## config.mk

```make
export PLATFORM = sky130hd
export DESIGN_NAME = lsu_load_arbiter_flat
export DESIGN_NICKNAME = d
export VERILOG_FILES = /design/src/rtl/lsu_load_arbiter_if.sv /design/src/rtl/lsu_load_arbiter.sv /design/src/flat_wrapper.sv
export SDC_FILE = /design/constraint.sdc
export NUM_CORES = 1
export LEC_CHECK = 0
export ABC_AREA = 1
export BUFFER_PORTS_ARGS = -buffer_cell sky130_fd_sc_hd__buf_2
export CAP_MARGIN = 20
export CORE_ASPECT_RATIO = 0.8
export CORE_MARGIN = 2
export CORE_UTILIZATION = 33
export DETAILED_ROUTE_END_ITERATION = 8
export GPL_TIMING_DRIVEN = 0
export PLACE_DENSITY_LB_ADDON = 0.25
export SLEW_MARGIN = 20
export SYNTH_ARGS = -nofsm -noshare
export SYNTH_HDL_FRONTEND = slang
export SYNTH_SLANG_ARGS = --single-unit
```

## constraint.sdc

```tcl
create_clock -name clk -period 1.95 [get_ports clk]
set_input_delay 0 -clock clk [delete_from_list [all_inputs] [get_ports clk]]
set_output_delay 0 -clock clk [all_outputs]
set_load 0.05 [all_outputs]
```

## src/rtl/lsu_load_arbiter_if.sv

```systemverilog
// -----------------------------------------------------------------------------
// lsu_load_arbiter_if
//
// Bundles the signals between the load functional units, the load arbiter and
// the LSU load port.
//
// Handshake semantics (all channels): a transfer happens in a cycle where the
// producer's valid and the consumer's ready are both high at the rising clock
// edge. A producer keeps valid and its payload stable until that edge. The
// response channel has no ready: every lsu_resp_valid cycle is one response,
// returned in request order.
//
// Signals
//   req_valid      [NREQ]       per-FU request valid
//   req_data       [NREQ*REQW]  per-FU payload, FU i at [i*REQW +: REQW]
//   req_ready      [NREQ]       per-FU accept, one-hot or zero
//   lsu_req_valid               request to the LSU
//   lsu_req_data   [REQW]       payload of the granted FU
//   lsu_req_ready               LSU accept
//   lsu_resp_valid              LSU response strobe
//   lsu_resp_data  [RSPW]       LSU response payload
//   resp_valid     [NREQ]       per-FU response strobe, one-hot or zero
//   resp_data      [RSPW]       response payload broadcast to every FU
//
// Modports
//   slave  : the arbiter's view
//   master : the view of the surrounding FUs + LSU (used by a bench)
// -----------------------------------------------------------------------------
`ifndef LSU_REQ_LEN
`define LSU_REQ_LEN 32
`endif
`ifndef LSU_RESP_LEN
`define LSU_RESP_LEN 32
`endif

interface lsu_load_arbiter_if #(
    parameter int NREQ = 2,
    parameter int REQW = `LSU_REQ_LEN,
    parameter int RSPW = `LSU_RESP_LEN
);
    logic [NREQ-1:0]      req_valid;
    logic [NREQ*REQW-1:0] req_data;
    logic [NREQ-1:0]      req_ready;

    logic                 lsu_req_valid;
    logic [REQW-1:0]      lsu_req_data;
    logic                 lsu_req_ready;

    logic                 lsu_resp_valid;
    logic [RSPW-1:0]      lsu_resp_data;

    logic [NREQ-1:0]      resp_valid;
    logic [RSPW-1:0]      resp_data;

    modport slave (
        input  req_valid,
        input  req_data,
        output req_ready,
        output lsu_req_valid,
        output lsu_req_data,
        input  lsu_req_ready,
        input  lsu_resp_valid,
        input  lsu_resp_data,
        output resp_valid,
        output resp_data
    );

    modport master (
        output req_valid,
        output req_data,
        input  req_ready,
        input  lsu_req_valid,
        input  lsu_req_data,
        output lsu_req_ready,
        output lsu_resp_valid,
        output lsu_resp_data,
        input  resp_valid,
        input  resp_data
    );
endinterface

```

## src/rtl/lsu_load_arbiter.sv

```systemverilog
// -----------------------------------------------------------------------------
// lsu_load_arbiter
//
// Shares one LSU load port between NREQ load functional units.
//   * Round-robin grant, combinational (zero-cycle request path).
//   * A grant that is presented but not accepted is locked in a register and
//     held until the LSU takes it.
//   * An ODEPTH-entry FIFO remembers {fu_id, killed} for each request in
//     flight so in-order LSU responses can be steered back to the right FU.
//   * Flush marks everything in flight as killed; killed responses still drain
//     through the FIFO but raise no resp_valid.
//
// Ports
//   clk        clock, all state on the rising edge
//   rst        asynchronous, active-low reset
//   Flush      pipeline flush
//   bus        lsu_load_arbiter_if.slave (FU request/response and LSU port)
//   dbg_state  1 while a grant is locked
//   dbg_count  outstanding FIFO occupancy
//   dbg_rr_ptr round-robin pointer
// -----------------------------------------------------------------------------
`ifndef LSU_REQ_LEN
`define LSU_REQ_LEN 32
`endif
`ifndef LSU_RESP_LEN
`define LSU_RESP_LEN 32
`endif

module lsu_load_arbiter #(
    parameter  int NREQ   = 2,
    parameter  int REQW   = `LSU_REQ_LEN,
    parameter  int RSPW   = `LSU_RESP_LEN,
    parameter  int ODEPTH = 4,
    localparam int IDW    = (NREQ > 1) ? $clog2(NREQ) : 1,
    localparam int AW     = (ODEPTH > 1) ? $clog2(ODEPTH) : 1,
    localparam int CW     = $clog2(ODEPTH + 1)
) (
    input  logic               clk,
    input  logic               rst,
    input  logic               Flush,
    lsu_load_arbiter_if.slave  bus,
    output logic               dbg_state,
    output logic [CW-1:0]      dbg_count,
    output logic [IDW-1:0]     dbg_rr_ptr
);

    // -------------------------------------------------------------------------
    // State
    // -------------------------------------------------------------------------
    typedef enum logic {
        ST_OPEN   = 1'b0,   // no grant held; arbiter picks freely
        ST_LOCKED = 1'b1    // a presented grant is waiting for lsu_req_ready
    } lock_state_t;

    lock_state_t       state;
    logic [IDW-1:0]    lock_id;
    logic              lock_killed;   // a Flush hit the locked request

    logic [IDW-1:0]    rr_ptr;

    logic [IDW-1:0]    fifo_id [ODEPTH];
    logic [ODEPTH-1:0] fifo_killed;
    logic [AW-1:0]     rd_ptr;
    logic [AW-1:0]     wr_ptr;
    logic [CW-1:0]     count;

    // -------------------------------------------------------------------------
    // Combinational signals
    // -------------------------------------------------------------------------
    logic              found;
    logic [IDW-1:0]    search_id;
    logic [IDW-1:0]    grant;
    logic [IDW-1:0]    next_rr;
    logic              full;
    logic              empty;
    logic              req_valid_o;
    logic              req_fire;
    logic              resp_pop;
    logic              push_killed;
    logic [REQW-1:0]   req_data_o;
    logic [NREQ-1:0]   req_ready_o;
    logic [NREQ-1:0]   resp_valid_o;
    logic [RSPW-1:0]   rsp_payload;

    function automatic logic [AW-1:0] ptr_inc(input logic [AW-1:0] p);
        return (p == AW'(ODEPTH - 1)) ? '0 : p + AW'(1);
    endfunction

    // Round-robin search: the first valid FU at or above rr_ptr wins; if there
    // is none, the lowest valid FU below rr_ptr wins (wrap-around).
    always_comb begin : rr_search
        found     = 1'b0;
        search_id = '0;
        for (int i = 0; i < NREQ; i++) begin
            if (!found && bus.req_valid[i] && (IDW'(i) >= rr_ptr)) begin
                found     = 1'b1;
                search_id = IDW'(i);
            end
        end
        for (int i = 0; i < NREQ; i++) begin
            if (!found && bus.req_valid[i]) begin
                found     = 1'b1;
                search_id = IDW'(i);
            end
        end
    end

    assign grant   = (state == ST_LOCKED) ? lock_id : search_id;
    assign next_rr = (grant == IDW'(NREQ - 1)) ? '0 : grant + IDW'(1);
    assign full    = (count == CW'(ODEPTH));
    assign empty   = (count == '0);

    // A locked request always stays presented: it was admitted while the FIFO
    // had room and nothing has been pushed since, so it can never overflow.
    // Full and Flush only hold back new, unlocked grants.
    assign req_valid_o = rst & ((state == ST_LOCKED) | (found & ~full & ~Flush));
    assign req_fire    = req_valid_o & bus.lsu_req_ready;

    // A locked request flushed in an earlier cycle is still pushed killed.
    assign push_killed = Flush | lock_killed;

    // A response with nothing outstanding is dropped without popping.
    assign resp_pop    = rst & bus.lsu_resp_valid & ~empty;

    always_comb begin : req_mux
        req_data_o  = '0;
        req_ready_o = '0;
        for (int i = 0; i < NREQ; i++) begin
            if (grant == IDW'(i)) begin
                req_data_o     = bus.req_data[i*REQW +: REQW];
                req_ready_o[i] = req_fire;
            end
        end
    end

    always_comb begin : resp_route
        resp_valid_o = '0;
        for (int i = 0; i < NREQ; i++) begin
            resp_valid_o[i] = resp_pop & ~fifo_killed[rd_ptr] &
                              (fifo_id[rd_ptr] == IDW'(i));
        end
    end

    assign rsp_payload       = bus.lsu_resp_data;

    assign bus.lsu_req_valid = req_valid_o;
    assign bus.lsu_req_data  = req_data_o;
    assign bus.req_ready     = req_ready_o;
    assign bus.resp_valid    = resp_valid_o;
    assign bus.resp_data     = rsp_payload;

    assign dbg_state         = (state == ST_LOCKED);
    assign dbg_count         = count;
    assign dbg_rr_ptr        = rr_ptr;

    // -------------------------------------------------------------------------
    // Lock FSM
    // -------------------------------------------------------------------------
    always_ff @(posedge clk or negedge rst) begin
        if (!rst) begin
            state       <= ST_OPEN;
            lock_id     <= '0;
            lock_killed <= 1'b0;
        end else begin
            case (state)
                ST_OPEN: begin
                    // Presented but not taken: freeze the grant. Flush forces
                    // unlocked valid low, so a lock never forms in a Flush cycle.
                    if (req_valid_o && !bus.lsu_req_ready) begin
                        state       <= ST_LOCKED;
                        lock_id     <= search_id;
                        lock_killed <= 1'b0;
                    end
                end
                ST_LOCKED: begin
                    if (bus.lsu_req_ready) begin
                        state       <= ST_OPEN;
                        lock_killed <= 1'b0;
                    end else if (Flush) begin
                        lock_killed <= 1'b1;
                    end
                end
                default: begin
                    state       <= ST_OPEN;
                    lock_killed <= 1'b0;
                end
            endcase
        end
    end

    // -------------------------------------------------------------------------
    // Round-robin pointer: moves only when the LSU actually takes a request.
    // -------------------------------------------------------------------------
    always_ff @(posedge clk or negedge rst) begin
        if (!rst) begin
            rr_ptr <= '0;
        end else if (req_fire) begin
            rr_ptr <= next_rr;
        end
    end

    // -------------------------------------------------------------------------
    // Outstanding FIFO
    // -------------------------------------------------------------------------
    always_ff @(posedge clk or negedge rst) begin
        if (!rst) begin
            for (int i = 0; i < ODEPTH; i++) begin
                fifo_id[i] <= '0;
            end
            fifo_killed <= '0;
            rd_ptr      <= '0;
            wr_ptr      <= '0;
            count       <= '0;
        end else begin
            // Killing every slot covers all valid entries; an empty slot's bit
            // is overwritten when it is next pushed.
            if (Flush) begin
                fifo_killed <= '1;
            end
            if (req_fire) begin
                fifo_id[wr_ptr]     <= grant;
                fifo_killed[wr_ptr] <= push_killed;
                wr_ptr              <= ptr_inc(wr_ptr);
            end
            if (resp_pop) begin
                rd_ptr <= ptr_inc(rd_ptr);
            end
            case ({req_fire, resp_pop})
                2'b10:   count <= count + CW'(1);
                2'b01:   count <= count - CW'(1);
                default: count <= count;
            endcase
        end
    end

    // -------------------------------------------------------------------------
    // Protocol checks
    // -------------------------------------------------------------------------
    resp_on_empty: assert property (@(posedge clk) disable iff (!rst)
        !(bus.lsu_resp_valid && empty));

    no_overflow: assert property (@(posedge clk) disable iff (!rst)
        !(req_fire && full && !resp_pop));

endmodule

```

## src/flat_wrapper.sv

```systemverilog
// flat-port wrapper written by rule: the top's interface ports become plain ports
module lsu_load_arbiter_flat 
#(
    parameter  int NREQ   = 2,
    parameter  int REQW   = `LSU_REQ_LEN,
    parameter  int RSPW   = `LSU_RESP_LEN,
    parameter  int ODEPTH = 4,
    localparam int IDW    = (NREQ > 1) ? $clog2(NREQ) : 1,
    localparam int AW     = (ODEPTH > 1) ? $clog2(ODEPTH) : 1,
    localparam int CW     = $clog2(ODEPTH + 1)
)
  (clk, rst, Flush, dbg_state, dbg_count, dbg_rr_ptr, bus_req_valid, bus_req_data, bus_req_ready, bus_lsu_req_valid, bus_lsu_req_data, bus_lsu_req_ready, bus_lsu_resp_valid, bus_lsu_resp_data, bus_resp_valid, bus_resp_data);
  lsu_load_arbiter_if #(.NREQ(NREQ), .REQW(REQW), .RSPW(RSPW)) bus_i ();
  input  logic clk;
  input  logic rst;
  input  logic Flush;
  output logic dbg_state;
  output logic [CW-1:0] dbg_count;
  output logic [IDW-1:0] dbg_rr_ptr;
  input wire logic [$bits(bus_i.req_valid)-1:0] bus_req_valid;
  input wire logic [$bits(bus_i.req_data)-1:0] bus_req_data;
  output wire logic [$bits(bus_i.req_ready)-1:0] bus_req_ready;
  output wire logic [$bits(bus_i.lsu_req_valid)-1:0] bus_lsu_req_valid;
  output wire logic [$bits(bus_i.lsu_req_data)-1:0] bus_lsu_req_data;
  input wire logic [$bits(bus_i.lsu_req_ready)-1:0] bus_lsu_req_ready;
  input wire logic [$bits(bus_i.lsu_resp_valid)-1:0] bus_lsu_resp_valid;
  input wire logic [$bits(bus_i.lsu_resp_data)-1:0] bus_lsu_resp_data;
  output wire logic [$bits(bus_i.resp_valid)-1:0] bus_resp_valid;
  output wire logic [$bits(bus_i.resp_data)-1:0] bus_resp_data;
  assign bus_i.req_valid = bus_req_valid;
  assign bus_i.req_data = bus_req_data;
  assign bus_req_ready = bus_i.req_ready;
  assign bus_lsu_req_valid = bus_i.lsu_req_valid;
  assign bus_lsu_req_data = bus_i.lsu_req_data;
  assign bus_i.lsu_req_ready = bus_lsu_req_ready;
  assign bus_i.lsu_resp_valid = bus_lsu_resp_valid;
  assign bus_i.lsu_resp_data = bus_lsu_resp_data;
  assign bus_resp_valid = bus_i.resp_valid;
  assign bus_resp_data = bus_i.resp_data;
  lsu_load_arbiter #(.NREQ(NREQ), .REQW(REQW), .RSPW(RSPW), .ODEPTH(ODEPTH)) u_core (.clk(clk), .rst(rst), .Flush(Flush), .bus(bus_i), .dbg_state(dbg_state), .dbg_count(dbg_count), .dbg_rr_ptr(dbg_rr_ptr));
endmodule
```

==> results of run 1 <==
==> final cells by class <==
class	count	area share
well taps	65	0.0288
repair buffers	159	0.298
clock buffers	4	0.0160
multi-input cells	198	0.358
flip-flops and latches	19	0.170
inverters	14	0.0195
plain buffers	41	0.109
==> cells in the final DEF (no fill, tap or decap), types with 2 or more instances in the layout <==
cell type	instances
sky130_fd_sc_hd__buf_2	145
sky130_fd_sc_hd__o21ai_2	4
sky130_fd_sc_hd__o21ai_0	14
sky130_fd_sc_hd__xnor2_1	2
sky130_fd_sc_hd__nand2_4	4
sky130_fd_sc_hd__nand2_1	120
sky130_fd_sc_hd__buf_4	48
sky130_fd_sc_hd__nor2_1	17
sky130_fd_sc_hd__clkbuf_1	2
sky130_fd_sc_hd__nand3_1	2
sky130_fd_sc_hd__clkbuf_4	3
sky130_fd_sc_hd__o21ai_1	4
sky130_fd_sc_hd__clkbuf_8	3
sky130_fd_sc_hd__dfrtp_1	15
sky130_fd_sc_hd__nand4_1	8
sky130_fd_sc_hd__nand2_2	3
sky130_fd_sc_hd__nor2_2	2
sky130_fd_sc_hd__dfrtp_2	4
sky130_fd_sc_hd__inv_2	5
sky130_fd_sc_hd__ha_1	5
sky130_fd_sc_hd__inv_1	8
==> power by group <==
part           switching [mW]  total, mW  internal [mW]
clock                   0.132      0.277          0.145
sequential              0.135      0.686          0.551
combinational            1.62       2.36          0.734
==> per-stage QoR <==
stage | cell area, um^2 | TNS [ns] | worst slack (ns) | hold slack (ns)
floorplan | 1820 | -0.111 | -0.0774 | -0.296
global placement | 2620 | -0.0547 | -0.0495 | 0.0317
detailed placement | 2620 | -0.0943 | -0.0809 | 0.0302
CTS | 2730 | 0 | 0.00485 | 0.0725
global route | 2820 | -0.115 | -0.0891 | 0.0974
finish | 2820 | -0.0350 | -0.0350 | 0.0799
==> worst max path at each step <==
stage                   startpoint             endpoint  slack [ns]  depth (start not counted)
2_1_floorplan  u_core.dbg_count[0]  u_core.dbg_count[2]       -0.08                         13
3_3_place_gp   u_core.dbg_count[0]  u_core.dbg_count[2]       -0.05                         13
3_5_place_dp   u_core.dbg_count[0]  u_core.dbg_count[2]       -0.08                         13
4_1_cts        u_core.dbg_count[0]  u_core.dbg_count[2]       0.005                         13
5_1_grt        u_core.dbg_count[1]  u_core.dbg_count[2]       -0.09                         13
6_report       u_core.dbg_count[0]  u_core.dbg_count[2]       -0.04                         13
==> cell usage after synthesis <==
cell type and n:
sky130_fd_sc_hd__nor3_1 1, sky130_fd_sc_hd__clkbuf_1 1, sky130_fd_sc_hd__o21a_1 1, sky130_fd_sc_hd__nand4_1 8, sky130_fd_sc_hd__nor2b_1 1, sky130_fd_sc_hd__nand2_2 4, sky130_fd_sc_hd__o21ai_2 3, sky130_fd_sc_hd__dfrtp_1 19
sky130_fd_sc_hd__nor2_2 2, sky130_fd_sc_hd__xnor2_1 2, sky130_fd_sc_hd__nand3_1 2, sky130_fd_sc_hd__o22ai_1 1, sky130_fd_sc_hd__buf_8 1, sky130_fd_sc_hd__nand2_1 120, sky130_fd_sc_hd__buf_6 1, sky130_fd_sc_hd__nand2_4 3
sky130_fd_sc_hd__a21oi_4 1, sky130_fd_sc_hd__o21ai_0 15, sky130_fd_sc_hd__nand3_2 1, sky130_fd_sc_hd__a21oi_1 2, sky130_fd_sc_hd__inv_2 4, sky130_fd_sc_hd__inv_1 10, sky130_fd_sc_hd__fa_1 1, sky130_fd_sc_hd__nor2_1 17
sky130_fd_sc_hd__nor2_8 1, sky130_fd_sc_hd__buf_2 4, sky130_fd_sc_hd__ha_1 6, sky130_fd_sc_hd__a21boi_1 1, sky130_fd_sc_hd__o211ai_1 1, sky130_fd_sc_hd__buf_4 34, sky130_fd_sc_hd__o21ai_1 4
==> repair_timing <==
| action | 4_1_cts | 5_1_grt |
|---|---|---|
| resized for setup | 1 | 9 |
| hold buffers | 1 | 0 |
| setup buffers | 6 | 8 |
| pin swaps | 2 | 7 |
| endpoints found under the setup margin | 2 | 16 |
| hold endpoints to repair | 19 | 0 |
==> worst register-to-register path, stage by stage (launching register included) <==
cell and delay [ns]:
sky130_fd_sc_hd__dfrtp_2 0.42, sky130_fd_sc_hd__inv_2 0.08, sky130_fd_sc_hd__nand3_4 0.08, sky130_fd_sc_hd__nand2_4 0.08
sky130_fd_sc_hd__nand2_4 0.06, sky130_fd_sc_hd__nand2_4 0.09, sky130_fd_sc_hd__nor2_8 0.04, sky130_fd_sc_hd__inv_2 0.08
sky130_fd_sc_hd__ha_4 0.14, sky130_fd_sc_hd__inv_4 0.04, sky130_fd_sc_hd__fa_2 0.38, sky130_fd_sc_hd__a21oi_2 0.19
sky130_fd_sc_hd__o21ai_2 0.08, sky130_fd_sc_hd__xnor2_1 0.12
==> sequential cells by signal, summed over array words and instances, names as in the netlist <==
register	count
u_core.lock_killed	1
u_core.fifo_killed	4
u_core.dbg_count	3
u_core.fifo_id	4
u_core.dbg_rr_ptr	1
u_core.wr_ptr	2
u_core.dbg_state	1
u_core.lock_id	1
u_core.rd_ptr	2
==> metal layers <==
layer | up-vias | routed length (um) | global-route usage
met4 | 0 | 64 | 0.0469
li1 | 1153 | - | -
met5 | - | 0 | 0
met1 | 982 | 2460 | 0.233
met3 | 4 | 384 | 0.0248
met2 | 91 | 3040 | 0.304
==> cell families (layout without fill, tap and decap cells) <==
kind of cell	after synthesis	count (layout)	synth area share
xor+xnor	2	2	0.00968
buf+inv	55	218	0.198
compound gates	29	29	0.0975
fa+ha+maj	7	7	0.0526
flops	19	19	0.263
simple gates	160	160	0.380
==> out/qor_table.md, run 1 <==
| Quantity | This run | Unit |
|---|---|---|
| Kind of capture point of the worst setup path | flip-flop | - |
| Synthesized flop and latch total | 19 | - |
| Worst reg-to-reg path cell count | 13 | - |
| Fraction of layout instances using a drive strength above 1 | 0.529 | - |
| Critical-path cell with the highest stage delay | sky130_fd_sc_hd__dfrtp_2 | - |
| Cell type with the largest total area after synthesis | sky130_fd_sc_hd__dfrtp_1 | - |
| Utilization after layout | 0.525 | - |
| Syn_nets | 382 | - |
| Synthesized area per cell | 6.65 | um^2 |
| Sink Count | 19 | - |
| Total power after layout | 3.32 | mW |
| Count of filler cells inserted in the layout | 544 | - |
| Hold Startpoint | bus_req_valid[0] | - |
| Min setup slack post-route | -0.0350 | ns |
| Starting utilization of the core area | 0.337 | - |
| Transition time of the tightest slew-check pin | 0.885 | ns |
| Post-detailed-route wirelength per cell | 11.9 | um |
| Number of buffer and inverter instances along the worst setup path | 3 | - |
| Most frequent cell on the critical path | sky130_fd_sc_hd__nand2_4 | - |
| I/O Pins | 177 | - |
| Startpoint type of the worst setup path | flip-flop | - |
| Max-Slew Margin vs Limit | 0.408 | - |
| Maximum resistive drop on vdd | 644 | uV |
| Final period utilization | 1.02 | - |
| Result of the run | complete, but fails checks | - |
| Post-CTS clock slew at the launch and capture registers of the worst setup and hold paths | 0.07 | ns |
| Placeable core region | 5380 | um^2 |
| Final layout net count | 546 | - |
| Final hold violation count | 0 | - |
| Critical R2R Launch | u_core.dbg_count[0] | - |
| Synthesized netlist cell count | 272 | - |
| Instance count after placement with tap cells included | 481 | - |
| Area occupied by registers | 480 | um^2 |
| CTS Buffer Depth | 2 | - |
| Endpoint of the most critical register-to-register path | u_core.dbg_count[2] | - |
| Fin crit period | 1.99 | ns |
| Setup slack of the most critical reg-to-reg path | -0.04 | ns |
| Power density cells | 1180 | nW/um^2 |
| Number of buffers added on ports | 144 | - |
| WP data required | 2.09 | ns |
| Worst path max stage delay | 0.42 | ns |
| Post-Route Skew | 0.00388 | ns |
| Max-Cap Viols | 0 | - |
| Die H | 70.2 | um |
| Failing checks | setup timing | - |
| Hold Crit Endpoint | u_core.lock_id | - |
| Placement row count | 24 | - |
| Vias in the first global route | 1946 | - |
| Routed vias/inst | 4.46 | - |
| Wire length of the first global-routing pass | 8850 | um |
| Final global-route overflow total | 0 | - |
| Total global-route track usage | 0.177 | - |
| Cells along the critical path | inv_2 > nand3_4 > nand2_4 > nand2_4 > nand2_4 > nor2_8 > inv_2 > ha_4 > inv_4 > fa_2 > a21oi_2 > o21ai_2 > xnor2_1 | - |
| Detailed placer's ending HPWL | 4560 | um |
| Drt first pass iters | 4 | - |
| Clk Tree Root Cell | sky130_fd_sc_hd__clkbuf_8 | - |
| Area taken by multi-input logic gates | 1010 | um^2 |
| Critical path arrival | 2.13 | ns |
| Sequential fraction of the synthesis area | 0.263 | - |
| Crit Path Class | reg -> reg | - |
| Unrepaired setup endpoints after global routing | yes | - |
| Type of the worst min-delay path | in -> reg | - |
| Cell family with most CP delay | adder cells | - |
| Final antenna-violating net count | 0 | - |
| Post-route DRC violation count | 0 | - |
| Largest net degree at the start of global routing | 20 | - |
| Ant diodes | 0 | - |
| Leading post-synthesis cells by cell area | sky130_fd_sc_hd__dfrtp_1, sky130_fd_sc_hd__nand2_1, sky130_fd_sc_hd__buf_4 | - |
| Netlist area before placement | 1810 | um^2 |
| Weighted congestion at the end of routability-driven global placement | 0.731 | - |
| TritonCTS clock tree | yes | - |
| Total Wirelength | 5950 | um |
| Leakage | 1.69 | nW |
| Die Outline Area | 6090 | um^2 |
| Worst Hold Depth | 4 | - |
| Number of cells in the finished layout apart from fillers | 500 | - |
| Maximum operating frequency | 504 | MHz |
| Crit path max fanout | 3 | - |
| DIE WIDTH | 86.8 | um |
| DRC violation total after the first TritonRoute iteration | 85 | - |
| Number of H-tree levels | 1 | - |
| Final setup viols | 1 | - |
| Distinct cells, synth | 31 | - |
| Share of the synthesized area in the top cell type | 0.263 | - |
| Number of antenna violations at the first check in global routing | 0 | - |
| Max-slew violations | 0 | - |
| Via Count | 2230 | - |
| Area growth from synthesis to layout | 55.9 | % |
| Source-to-sink clock delay at the later pin of the worst-skew pair | 0.25 | ns |
| Yosys Warn Count | 0 | - |
| Clock buffer count from CTS | 3 | - |
Power figures use the tool's default switching activity.
==> run 2: changes to the inputs <==
--- a/config.mk
+++ b/config.mk
@@ -6,7 +6,7 @@
 export NUM_CORES = 1
 export LEC_CHECK = 0
 export ABC_AREA = 1
-export BUFFER_PORTS_ARGS = -buffer_cell sky130_fd_sc_hd__buf_2
+export BUFFER_PORTS_ARGS = -buffer_cell sky130_fd_sc_hd__buf_4
 export CAP_MARGIN = 20
 export CORE_ASPECT_RATIO = 0.8
 export CORE_MARGIN = 2
==> run 2 against run 1 <==
Against the previous run: the run now ends clean; fmax is 3.3% higher; final area is 12% higher; setup slack better by 0.063 ns; global-route usage is 1.3 points higher; total power is 5.2% higher.
==> out/qor_table.md, run 2 (same netlist as run 1, synthesis figures left out) <==
| Quantity | This run | Unit | Delta |
|---|---|---|---|
| I/O Pins | 177 | - | unchanged |
| DRC violation total after the first TritonRoute iteration | 95 | - | +12% |
| CTS Buffer Depth | 2 | - | unchanged |
| Detailed placer's ending HPWL | 4930 | um | +8.0% |
| Startpoint type of the worst setup path | flip-flop | - |  |
| Path length in cells of the critical path | 13 | - | unchanged |
| Hold_ws | 0.0702 | ns | -0.00966 ns |
| Crit path max fanout | 5 | - | +2 |
| Instance count after placement with tap cells included | 481 | - | unchanged |
| Max-slew violations | 0 | - | unchanged |
| Most used cells in the layout excluding fill and tap cells | sky130_fd_sc_hd__buf_4, sky130_fd_sc_hd__nand2_1, sky130_fd_sc_hd__nor2_1 | - |  |
| Number of buffers added on ports | 144 | - | unchanged |
| Type of the worst min-delay path | in -> reg | - |  |
| Ant diodes | 0 | - | unchanged |
| DIE WIDTH | 86.8 | um | unchanged |
| Final period utilization | 0.986 | - | -0.0322 |
| WP data required | 2.10 | ns | about the same |
| Worst reg-to-reg path cell count | 13 | - | unchanged |
| Fin crit period | 1.92 | ns | -0.0627 ns |
| Wire length of the first global-routing pass | 9400 | um | +6.2% |
| Final antenna-violating net count | 0 | - | unchanged |
| Total Wirelength | 6240 | um | +4.8% |
| Max-Slew Margin vs Limit | 0.436 | - | +0.0281 |
| Die H | 70.2 | um | unchanged |
| Max-Cap Viols | 0 | - | unchanged |
| Kind of capture point of the worst setup path | flip-flop | - |  |
| Maximum resistive drop on vdd | 463 | uV | -28% |
| Critical path arrival | 2.07 | ns | -0.06 ns |
| Final global-route overflow total | 0 | - | unchanged |
| Placeable core region | 5380 | um^2 | unchanged |
| Post-route DRC violation count | 0 | - | unchanged |
| Post-detailed-route wirelength per cell | 12.5 | um | +5.5% |
| Result of the run | finished clean | - |  |
| Die Outline Area | 6090 | um^2 | unchanged |
| Number of antenna violations at the first check in global routing | 0 | - | unchanged |
| Clk Tree Root Cell | sky130_fd_sc_hd__clkbuf_8 | - |  |
| Placement row count | 24 | - | unchanged |
| Number of buffer and inverter instances along the worst setup path | 3 | - | unchanged |
| Post-Route Skew | 0.00664 | ns | +0.00276 ns |
| Transition time of the tightest slew-check pin | 0.843 | ns | -0.0420 ns |
| Vias in the first global route | 2004 | - | +3.0% |
| Total global-route track usage | 0.190 | - | +0.0125 |
| Unrepaired setup endpoints after global routing | yes | - |  |
| Cells along the critical path | inv_2 > nand3_4 > nand2_4 > nand2_4 > nand2_4 > nor2_8 > inv_2 > ha_4 > inv_4 > fa_2 > a21oi_2 > o21ai_1 > xnor2_1 | - |  |
| Starting utilization of the core area | 0.337 | - | unchanged |
| Cell family with most CP delay | adder cells | - |  |
| Final sum of negative setup slack | 0 | ns | +0.0350 ns |
| Most common library cell in the layout ignoring fill and taps | sky130_fd_sc_hd__buf_4 | - |  |
| Weighted congestion at the end of routability-driven global placement | 0.745 | - | +1.9% |
| Via Count | 2230 | - | unchanged |
| Fraction of layout instances using a drive strength above 1 | 0.525 | - | -0.00327 |
| Power density cells | 1110 | nW/um^2 | -5.7% |
| Routed vias/inst | 4.49 | - | +0.60% |
| Final hold violation count | 0 | - | unchanged |
| Source-to-sink clock delay at the later pin of the worst-skew pair | 0.26 | ns | about the same |
| Sink Count | 19 | - | unchanged |
| Largest net degree at the start of global routing | 20 | - | unchanged |
| Area growth from synthesis to layout | 74.0 | % |  |
| Number of cells in the finished layout apart from fillers | 497 | - | -0.60% |
| Post-CTS clock slew at the launch and capture registers of the worst setup and hold paths | 0.07 | ns | about the same |
| Leakage | 1.78 | nW | +5.9% |
| Worst path max stage delay | 0.42 | ns | about the same |
| Critical-path cell with the highest stage delay | sky130_fd_sc_hd__dfrtp_2 | - |  |
| Most frequent cell on the critical path | sky130_fd_sc_hd__nand2_4 | - |  |
| Final layout net count | 543 | - | -0.55% |
| Count of filler cells inserted in the layout | 507 | - | -6.8% |
| TritonCTS clock tree | yes | - |  |
| Worst Hold Depth | 4 | - | unchanged |
| Crit Path Class | reg -> reg | - |  |
| Number of H-tree levels | 1 | - | unchanged |
| Drt first pass iters | 4 | - | unchanged |
| Final setup viols | 0 | - | -1 |
| Total power after layout | 3.50 | mW | +5.2% |
| Maximum operating frequency | 520 | MHz | +3.3% |
| Clock buffer count from CTS | 3 | - | unchanged |
run 2: final cells by class:
cell class | instances | area, um^2 | share of cell area
timing repair buffer | 156 | 1170 | 0.373
buffer | 41 | 305 | 0.0970
clock buffer | 4 | 45.0 | 0.0143
tap | 65 | 81.3 | 0.0258
multi-input combinational | 198 | 1010 | 0.320
sequential | 19 | 480 | 0.153
inverter | 14 | 55.1 | 0.0175
run 2: power breakdown:
part	total (mW)	internal [mW]	leakage, nW	switching (mW)
clock	0.279	0.145	0.0228	0.134
combinational	2.52	0.889	1.54	1.64
sequential	0.692	0.551	0.223	0.141
run 2: per-layer routing:
layer / track usage / vias to the layer above / part of all wire
li1: - / 1139 / -
met3: 0.0485 / 10 / 0.089
met4: 0.0538 / 0 / 0.017
met5: 0 / - / 0
met2: 0.331 / 93 / 0.51
met1: 0.229 / 988 / 0.38
run 2: what timing repair did:
item	in CTS	in global routing
pin swaps	2	7
hold buffers	1	0
hold endpoints to repair	19	0
buffers inserted	8	3
gates resized for setup	3	4
endpoints found under the setup margin	2	2
run 2: worst paths after layout:
path,start,end,slack (ns)
min in group asynchronous,rst,u_core.fifo_killed[2],0.48
worst min register to register,u_core.lock_id,u_core.lock_id,0.48
worst max register to register,u_core.dbg_count[0],u_core.dbg_count[2],0.03
worst max-delay path,u_core.dbg_count[0],u_core.dbg_count[2],0.03
worst min-delay path,bus_req_valid[0],u_core.lock_id,0.07
max in group asynchronous,rst,u_core.dbg_count[0],0.89
run 2: worst reg2reg max path, stage by stage (launching register included):
cell and delay [ns]:
sky130_fd_sc_hd__dfrtp_2 0.42, sky130_fd_sc_hd__inv_2 0.09, sky130_fd_sc_hd__nand3_4 0.08, sky130_fd_sc_hd__nand2_4 0.07, sky130_fd_sc_hd__nand2_4 0.05, sky130_fd_sc_hd__nand2_4 0.09, sky130_fd_sc_hd__nor2_8 0.05, sky130_fd_sc_hd__inv_2 0.07
sky130_fd_sc_hd__ha_4 0.13, sky130_fd_sc_hd__inv_4 0.04, sky130_fd_sc_hd__fa_2 0.35, sky130_fd_sc_hd__a21oi_2 0.15, sky130_fd_sc_hd__o21ai_1 0.10, sky130_fd_sc_hd__xnor2_1 0.13
run 2: metrics by stage:
stage	setup WS, ns	instance area (um^2)	utilization
4_1_cts	0.00613	3110	0.578
2_1_floorplan	-0.0774	1820	-
3_5_place_dp	-0.0855	2980	0.554
5_1_grt	-0.0589	3150	0.586
3_3_place_gp	-0.0345	2980	0.554
6_report	0.0277	3150	0.586
==> run 3: changes to the inputs <==
--- a/config.mk
+++ b/config.mk
@@ -8,9 +8,8 @@
 export ABC_AREA = 1
 export BUFFER_PORTS_ARGS = -buffer_cell sky130_fd_sc_hd__buf_4
 export CAP_MARGIN = 20
-export CORE_ASPECT_RATIO = 0.8
-export CORE_MARGIN = 2
-export CORE_UTILIZATION = 33
+export CORE_ASPECT_RATIO = 0.6
+export CORE_UTILIZATION = 40
 export DETAILED_ROUTE_END_ITERATION = 8
 export GPL_TIMING_DRIVEN = 0
 export PLACE_DENSITY_LB_ADDON = 0.25
==> constraint.sdc (replaced) <==
create_clock -name clk -period 2.4 [get_ports clk]
set_input_delay 0 -clock clk [delete_from_list [all_inputs] [get_ports clk]]
set_output_delay 0 -clock clk [all_outputs]
set_load 0.05 [all_outputs]
==> run 3 against run 2 <==
Against the previous run: fmax fell by 13%; critical path depth did not move; sequential power decreased by 18%; critical endpoint unchanged; largest cell class unchanged; largest power group unchanged.
==> out/qor_table.md, run 3 (same netlist as run 1, synthesis figures left out) <==
| Quantity | This run | Unit | Delta |
|---|---|---|---|
| Result of the run | finished clean | - |  |
| Die Outline Area | 4800 | um^2 | -21% |
| Placement row count | 18 | - | -25% |
| Cell family with most CP delay | adder cells | - |  |
| Type of the worst min-delay path | in -> reg | - |  |
| Startpoint type of the worst setup path | flip-flop | - |  |
| Worst path max stage delay | 0.44 | ns | +0.02 ns |
| Number of H-tree levels | 1 | - | unchanged |
| Post-Route Skew | 0.00491 | ns | -0.00173 ns |
| Leakage | 1.74 | nW | -2.6% |
| Endpoint of the most critical register-to-register path | u_core.dbg_count[2] | - |  |
| Worst reg-to-reg path cell count | 13 | - | unchanged |
| Min setup slack post-route | 0.185 | ns | +0.157 ns |
| Max-Slew Margin vs Limit | 0.730 | - | +0.294 |
| Number of buffer and inverter instances along the worst setup path | 3 | - | unchanged |
| Placeable core region | 4210 | um^2 | -22% |
| Cells along the critical path | inv_2 > nand3_2 > nand2_4 > nand2_4 > nand2_4 > nor2_8 > inv_1 > ha_1 > inv_1 > fa_1 > a21oi_1 > o21ai_0 > xnor2_1 | - |  |
| Setup slack of the most critical reg-to-reg path | 0.18 | ns | +0.16 ns |
| Crit path max fanout | 6 | - | +1 |
| WP data required | 2.55 | ns | +0.45 ns |
| Total routed wire length on the met1 layer | 2460 | um | +2.4% |
| Worst Hold Depth | 4 | - | unchanged |
| Routed vias/inst | 4.52 | - | +0.69% |
| Critical path arrival | 2.36 | ns | +0.29 ns |
| Max-slew violations | 0 | - | unchanged |
| Final period utilization | 0.923 | - | -0.0627 |
| Pre-CTS setup slack | 0.220 | ns | +0.305 ns |
| Clk Tree Root Cell | sky130_fd_sc_hd__clkbuf_8 | - |  |
| Met2 Wirelength | 3020 | um | -5.0% |
| Via Count | 2173 | - | -2.6% |
| DRC violation total after the first TritonRoute iteration | 164 | - | +73% |
| Crit Path Class | reg -> reg | - |  |
| Post-CTS clock slew at the launch and capture registers of the worst setup and hold paths | 0.07 | ns | about the same |
| Number of cells in the finished layout apart from fillers | 481 | - | -3.2% |
| Maximum operating frequency | 451 | MHz | -13% |
| Utilization after layout | 0.717 | - | +0.132 |
| Detailed placer's ending HPWL | 4920 | um | about the same |
| Total Wirelength | 5960 | um | -4.5% |
| DIE WIDTH | 88.8 | um | +2.4% |
| Wire length of the first global-routing pass | 8250 | um | -12% |
| Clock buffer count from CTS | 3 | - | unchanged |
| Final antenna-violating net count | 0 | - | unchanged |
| Final hold violation count | 0 | - | unchanged |
| Area growth from synthesis to layout | 67.0 | % |  |
| Kind of capture point of the worst setup path | flip-flop | - |  |
| Maximum resistive drop on vdd | 528 | uV | +14% |
| Starting utilization of the core area | 0.430 | - | +0.0930 |
| Post-route DRC violation count | 0 | - | unchanged |
| Fraction of layout instances using a drive strength above 1 | 0.492 | - | -0.0338 |
| Critical-path cell with the highest stage delay | sky130_fd_sc_hd__dfrtp_1 | - |  |
| Hold Crit Endpoint | u_core.lock_killed | - |  |
| Final global-route overflow total | 0 | - | unchanged |
| Unrepaired setup endpoints after global routing | no | - |  |
| Vias in the first global route | 1769 | - | -12% |
| Total met3 wirelength after detailed routing | 444 | um | -20% |
| Most frequent cell on the critical path | sky130_fd_sc_hd__nand2_4 | - |  |
| Uppermost layer routed | met4 | - |  |
| Transition time of the tightest slew-check pin | 0.404 | ns | -0.438 ns |
| Sink Count | 19 | - | unchanged |
| Number of antenna violations at the first check in global routing | 0 | - | unchanged |
| Weighted congestion at the end of routability-driven global placement | 0.809 | - | +8.6% |
| I/O Pins | 177 | - | unchanged |
| Instance count after placement with tap cells included | 476 | - | -1.0% |
| Source-to-sink clock delay at the later pin of the worst-skew pair | 0.26 | ns | about the same |
| CTS Buffer Depth | 2 | - | unchanged |
| Most used cells in the layout excluding fill and tap cells | sky130_fd_sc_hd__buf_4, sky130_fd_sc_hd__nand2_1, sky130_fd_sc_hd__dfrtp_1 | - |  |
| Most common library cell in the layout ignoring fill and taps | sky130_fd_sc_hd__buf_4 | - |  |
| Count of filler cells inserted in the layout | 351 | - | -31% |
| Final setup viols | 0 | - | unchanged |
| Placement-stage cell area | 2970 | um^2 | -0.46% |
| Quantity of gates resized following cts | 0 | - | -3 |
| Area occupied by registers | 475 | um^2 | -1.0% |
| Die H | 54.1 | um | -23% |
| Total global-route track usage | 0.229 | - | +0.0391 |
| Fin crit period | 2.22 | ns | +0.293 ns |
| Post-Layout Inst Area | 3020 | um^2 | -4.0% |
| Number of buffers added on ports | 144 | - | unchanged |
| Final sum of negative setup slack | 0 | ns | unchanged |
| Drt first pass iters | 4 | - | unchanged |
| Max-Cap Viols | 0 | - | unchanged |
| Area taken by multi-input logic gates | 976 | um^2 | -3.1% |
| Ant diodes | 0 | - | unchanged |
| TritonCTS clock tree | yes | - |  |
| Final layout net count | 532 | - | -2.0% |
| Power density cells | 892 | nW/um^2 | -20% |
| Largest net degree at the start of global routing | 27 | - | +35% |
| Hold Startpoint | bus_lsu_req_ready | - |  |
| Post-detailed-route wirelength per cell | 12.4 | um | -1.3% |
| Critical R2R Launch | u_core.dbg_count[0] | - |  |
==> run 3: changes by cell type in the layout (fill, tap and decap cells not counted), moves of 2 or more <==
| cell | change |
|---|---|
| sky130_fd_sc_hd__buf_4 | -11 |
| sky130_fd_sc_hd__dfrtp_1 | +4 |
| sky130_fd_sc_hd__dfrtp_2 | -4 |
| sky130_fd_sc_hd__inv_1 | +2 |
| sky130_fd_sc_hd__o21ai_0 | +2 |
| sky130_fd_sc_hd__o21ai_1 | -2 |
==> run 3: area by class of cell <==
| cell class | instances | area share |
|---|---|---|
| inverters | 14 | 0.0174 |
| multi-input cells | 198 | 0.323 |
| clock buffers | 3 | 0.0137 |
| flip-flops and latches | 19 | 0.157 |
| well taps | 60 | 0.0248 |
| plain buffers | 41 | 0.101 |
| repair buffers | 145 | 0.361 |
| clock inverters | 1 | 0.00166 |
==> run 3: worst reg2reg max path, stage by stage, from the launching register on <==
cell and delay [ns]:
sky130_fd_sc_hd__dfrtp_1 0.44, sky130_fd_sc_hd__inv_2 0.10, sky130_fd_sc_hd__nand3_2 0.09, sky130_fd_sc_hd__nand2_4 0.11, sky130_fd_sc_hd__nand2_4 0.08, sky130_fd_sc_hd__nand2_4 0.09
sky130_fd_sc_hd__nor2_8 0.05, sky130_fd_sc_hd__inv_1 0.09, sky130_fd_sc_hd__ha_1 0.14, sky130_fd_sc_hd__inv_1 0.07, sky130_fd_sc_hd__fa_1 0.38, sky130_fd_sc_hd__a21oi_1 0.15
sky130_fd_sc_hd__o21ai_0 0.14, sky130_fd_sc_hd__xnor2_1 0.15
==> run 3: how the worst max path moves through the flow <==
stage	from	endpoint	cells after the start
5_1_grt	u_core.dbg_count[0]	u_core.dbg_count[2]	13
3_5_place_dp	u_core.dbg_count[0]	u_core.dbg_count[2]	13
6_report	u_core.dbg_count[0]	u_core.dbg_count[2]	13
2_1_floorplan	u_core.dbg_count[0]	u_core.dbg_count[2]	13
4_1_cts	u_core.dbg_count[0]	u_core.dbg_count[2]	13
3_3_place_gp	u_core.dbg_count[0]	u_core.dbg_count[2]	13
==> run 3: power breakdown <==
group | total [mW] | internal, mW | switching [mW]
logic | 1.90 | 0.626 | 1.28
registers | 0.567 | 0.442 | 0.125
clock network | 0.227 | 0.116 | 0.112
total | 2.70 | 1.18 | 1.51
==> run 3: what timing repair did <==
item / in CTS / in global routing
hold endpoints to repair: 19 / 0
buffers inserted: 0 / 0
hold buffers: 1 / 0
==> run 3: through the flow <==
stage | hold slack (ns) | power [mW]
2_1_floorplan | -0.296 | 1.88
3_3_place_gp | -0.0791 | 2.42
3_5_place_dp | -0.0844 | 2.46
4_1_cts | 0.0884 | 2.69
5_1_grt | 0.108 | 2.88
6_report | 0.0941 | 2.70
==> run 3: metal layers <==
layer | track usage | vias up
li1 | - | 1115
met1 | 0.304 | 969
met2 | 0.397 | 85
met3 | 0.0414 | 4
met4 | 0.0403 | 0
met5 | 0 | -
